===== config.mk =====
export PLATFORM = sky130hd
export DESIGN_NAME = fp_add_arbiter
export DESIGN_NICKNAME = d
export VERILOG_FILES = /design/src/rtl/fp_add_arbiter.sv
export SDC_FILE = /design/constraint.sdc
export NUM_CORES = 1
export LEC_CHECK = 0
export CAP_MARGIN = 20
export CORE_AREA = 2 2 154 156
export CTS_BUF_LIST = sky130_fd_sc_hd__clkbuf_4
export DETAILED_ROUTE_END_ITERATION = 8
export DIE_AREA = 0 0 156 158
export HOLD_SLACK_MARGIN = 0.02
export PLACE_DENSITY = 0.57
export SYNTH_ARGS = -nofsm -noshare
export SYNTH_HDL_FRONTEND = slang
export SYNTH_SLANG_ARGS = --single-unit

===== constraint.sdc =====
create_clock -name clk -period 2.3 [get_ports clk]
set_input_delay 0.23 -clock clk [delete_from_list [all_inputs] [get_ports clk]]
set_output_delay 0.23 -clock clk [all_outputs]
set_load 0.01 [all_outputs]

===== src/rtl/fp_add_arbiter.sv =====
// fp_add_arbiter: round-robin sharing of one fixed-latency pipelined fp32 adder among NREQ requesters,
// with a tag pipeline that routes each result back to the requester that issued it.
module fp_add_arbiter #(
    parameter int NREQ = 4,
    parameter int LAT  = 4,
    parameter int IDW  = $clog2(NREQ),
    parameter int CW   = $clog2(LAT + 2)
) (
    input  logic                   clk,
    input  logic                   rst,
    input  logic [NREQ-1:0]        req_valid,
    input  logic [NREQ-1:0][31:0]  req_a,
    input  logic [NREQ-1:0][31:0]  req_b,
    output logic [NREQ-1:0]        req_ready,
    output logic                   add_valid,
    output logic [31:0]            add_a,
    output logic [31:0]            add_b,
    input  logic [31:0]            add_result,
    output logic [NREQ-1:0]        resp_valid,
    output logic [31:0]            resp_data,
    output logic [CW-1:0]          inflight
);
    logic [IDW-1:0] ptr, win, issue_id;
    logic           found, hs;
    logic [LAT-1:0] tv;
    logic [IDW-1:0] tid [LAT];

    // first valid requester scanning upward from the one after the last winner
    always_comb begin
        found = 1'b0;
        win = ptr;
        for (int k = 1; k <= NREQ; k++) begin
            if (!found && req_valid[IDW'((int'(ptr) + k) % NREQ)]) begin
                found = 1'b1;
                win = IDW'((int'(ptr) + k) % NREQ);
            end
        end
    end

    assign hs = found && !rst;
    assign req_ready = hs ? NREQ'(1) << win : '0;

    always_ff @(posedge clk) begin
        if (rst) begin
            ptr <= IDW'(NREQ - 1);
            add_valid <= 1'b0;
            add_a <= '0;
            add_b <= '0;
            issue_id <= '0;
            tv <= '0;
            inflight <= '0;
        end else begin
            add_valid <= hs;
            if (hs) begin
                ptr <= win;
                add_a <= req_a[win];
                add_b <= req_b[win];
                issue_id <= win;
            end
            tv[0] <= add_valid;
            for (int k = 1; k < LAT; k++)
                tv[k] <= tv[k-1];
            inflight <= inflight + CW'(hs) - CW'(tv[LAT-1]);
        end
    end

    always_ff @(posedge clk) begin
        tid[0] <= issue_id;
        for (int k = 1; k < LAT; k++)
            tid[k] <= tid[k-1];
    end

    // results still in the adder when reset hits must never surface as responses
    always_comb begin
        resp_valid = '0;
        for (int i = 0; i < NREQ; i++)
            resp_valid[i] = !rst && tv[LAT-1] && tid[LAT-1] == IDW'(i);
    end

    assign resp_data = add_result;
endmodule


==> flow_metrics.py <==
metrics = {
    "synthesis": {
        "yosysUniqueCellTypes": 39,
        "netlist.area_leader.share_pct": 31.1,
        "synth_area_um2": 5410,
        "syn_area_per_cell_um2": 9.09,
        "syn_nets": 892,
        "ys_async_sr_fraction_pct": 0,
        "synth-edff-count": 0,
        "synth_top_area_cell": "dfxtp_1",
        "yosys-top-cells-area": "dfxtp_1, mux2i_1, a21o_1",
        "synth_seq_area_share_pct": 31.1,
        "ys_ff_latch": 84,
        "syn_inst": 595,
        "synth-main-ff-cell": "dfxtp_1",
        "ys_warn_count": 0,
    },
    "clock_tree": {
        "tritoncts": "yes",
        "root_buffer": "clkbuf_4",
        "worstSkewPairLatency_ns": 0.48,
        "cts_max_level": 3,
        "clkSinkCount": 84,
        "cts_made_buffers": 9,
        "cts.path.max_buffers": 2,
        "clkSlewWorstSetupHoldPaths_ns": 0.20,
        "hold_buffers": 0,
    },
    "outcome": {
        "run_status": "complete, no violations",
    },
    "floorplanning": {
        "fp.dieH_um": 158,
        "core-area_um2": 23100,
        "die_w_um": 156,
        "rows": 56,
        "ioPinCount": 402,
        "start_util_pct": 23.5,
        "die_area_um2": 24600,
    },
    "layout": {
        "diodes": 0,
        "final_core_util_pct": 39.8,
        "area_growth_syn_to_layout_pct": 69.6,
        "layout.nets": 1185,
        "drive_above_1_share_pct": 11.6,
    },
    "critical_path": {
        "required_ns": 2.07,
        "r2r_cells": 8,
        "cp.arrival_ns": 1.97,
        "path_max_fanout": 4,
        "r2r-end": "add_a[4]",
        "crit_end": "req_ready[1]",
        "startpoint_type": "flop",
        "cp-end-kind": "output pin",
        "r2r-start": "ptr[0]",
        "critical_path_class": "reg -> out",
        "startpoint": "ptr[0]",
        "r2r_setup_slack_ns": 0.17,
    },
    "grt": {
        "antenna_found_initial": 0,
        "grt.total_usage_pct": 18.5,
        "grt_max_degree": 53,
        "grt_pass1_vias": 6140,
        "grt_overflow": 0,
        "grt_first_pass_wirelength_um": 34700,
    },
    "sta": {
        "fmax_ghz": 0.455,
        "finalCriticalPeriod_ns": 2.20,
        "maxSlewHeadroom_pct": 49.9,
        "worstMarginPinSlew_ns": 0.752,
        "drv_slew": 0,
        "setup_viol": 0,
        "finalHoldViolations": 0,
        "finalCritPeriodShare_pct": 95.6,
        "setup_slack_ns": 0.102,
        "rsz0062_at_grt": "false",
        "whs_ns": 0.318,
        "fin_worst_skew_ns": 0.0238,
    },
    "power": {
        "p_leak_nw": 3.67,
        "peakVddDrop_uv": 308,
        "power_per_cell_area_nw_per_um2": 536,
    },
    "min_path": {
        "whs_path_depth": 0,
        "min_path_type": "reg -> reg",
    },
    "placement": {
        "dpl.hpwl_um": 16600,
        "gp_congestion": 0.783,
        "dp_slack_ns": -0.306,
        "port_buffers": 337,
    },
    "routing": {
        "vias": 5841,
        "drtIter0Drc": 220,
        "viasPerCell": 4.94,
        "wire_per_inst_um": 20.0,
        "first_pass_iters": 4,
        "drc": 0,
        "antenna_left": 0,
        "routed_wl_um": 23700,
    },
    "job": {
        "cap_viol_max_count": 0,
    },
}
[Yosys cell counts (2+ instances only)]
library cell,n
nand2b_1,4
inv_1,3
nand2_1,64
nand3b_1,4
o221ai_1,12
buf_1,3
buf_6,8
o211ai_2,31
nand3_1,2
ha_1,2
mux2i_1,76
clkbuf_1,41
nor2b_1,9
buf_8,4
buf_2,7
o211ai_1,21
nand4_1,52
xnor2_1,2
buf_4,33
a21o_1,55
dfxtp_1,84
nor2_1,10
o31ai_1,52
[sequential cells by signal, summed over array words and instances, names as in the netlist]
| signal | flops |
|---|---|
| add_a | 32 |
| add_b | 32 |
| tid | 8 |
| tv | 4 |
| inflight | 3 |
| issue_id | 2 |
| ptr | 2 |
| add_valid | 1 |
[report_power, final]
group	switching (mW)	leakage [nW]	total (mW)	internal [mW]
clock	0.697	0.0792	0.960	0.262
sequential	0.117	0.697	1.79	1.68
combinational	0.936	2.89	2.16	1.23
total	1.75	3.67	4.92	3.17
[cell usage in the layout (no fill, tap or decap), drive strengths merged, types with 3 or more instances in the layout]
| cell type | count |
|---|---|
| nor2b | 9 |
| inv | 8 |
| nand4 | 52 |
| dfxtp | 84 |
| nor2 | 11 |
| nand2 | 64 |
| o221ai | 12 |
| a21o | 55 |
| clkbuf | 9 |
| clkdlybuf4s50 | 333 |
| mux2i | 76 |
| o211ai | 52 |
| nand3b | 4 |
| nand2b | 4 |
| buf | 41 |
| o31ai | 52 |
| clkinv | 3 |
[per-stage QoR]
| step | cells | cell area, µm² | total power [mW] | setup TNS (ns) |
|---|---|---|---|---|
| floorplan | 595 | 5410 | 2.89 | 0 |
| global placement | 1165 | 9010 | 3.99 | -7.53 |
| detailed placement | 1165 | 9010 | 4.01 | -8.74 |
| CTS | 1182 | 9160 | 4.99 | 0 |
| global route | 1183 | 9170 | 5.21 | 0 |
| finish | 1183 | 9170 | 4.92 | 0 |
[how the worst min path moves through the flow]
stage,start,endpoint,slack (ns)
floorplan,tid[0][0],tid[1][0],0.31
global placement,tid[1][1],tid[2][1],0.31
detailed placement,tid[0][1],tid[1][1],0.31
CTS,req_b[54],add_b[22],0.31
global route,tid[2][1],tid[3][1],0.32
finish,tid[2][1],tid[3][1],0.32
[logic make-up (layout without fill, tap and decap cells)]
logic type / Yosys count / in the layout / synth area share (%)
muxes: 76 / 76 / 14.1
buffers and inverters: 100 / 398 / 11.3
DFF: 84 / 84 / 31.1
and+or+nand+nor: 154 / 154 / 14.7
adders and majority gates: 3 / 3 / 0.833
AOI/OAI and AO/OA: 176 / 176 / 27.6
xor gates and xnor gates: 2 / 2 / 0.324
[cell type report]
cell class,instances,area (µm²)
clock inverter,7,76.3
sequential,84,1680
tap,290,363
clock buffer,9,67.6
inverter,4,15.0
timing repair buffer,378,3790
fill,2336,13900
multi-input combinational,411,3170
[layer usage]
metal | GRT usage [%] | routed length (µm) | vias to the layer above
met2 | 32.9 | 11500 | 299
met3 | 6.08 | 2140 | 29
met4 | 5.94 | 388 | 0
met1 | 20.9 | 9700 | 2719
li1 | - | - | 2794
met5 | 0 | 0 | -
[repair_timing]
| item | 4_1_cts | 5_1_grt |
|---|---|---|
| gates resized for setup | 6 | 3 |
| buffers inserted | 1 | 1 |
| setup endpoints to repair | 4 | 4 |
| pin swaps | 0 | 1 |
[critical path, cell delays in order, from the launching register on]
cell             delay (ns)
dfxtp_2                0.39
nor2b_1                0.06
or3b_1                 0.41
a21o_4                 0.25
nor2_2                 0.13
clkdlybuf4s15_1        0.27
Power figures use the tool's default switching activity.
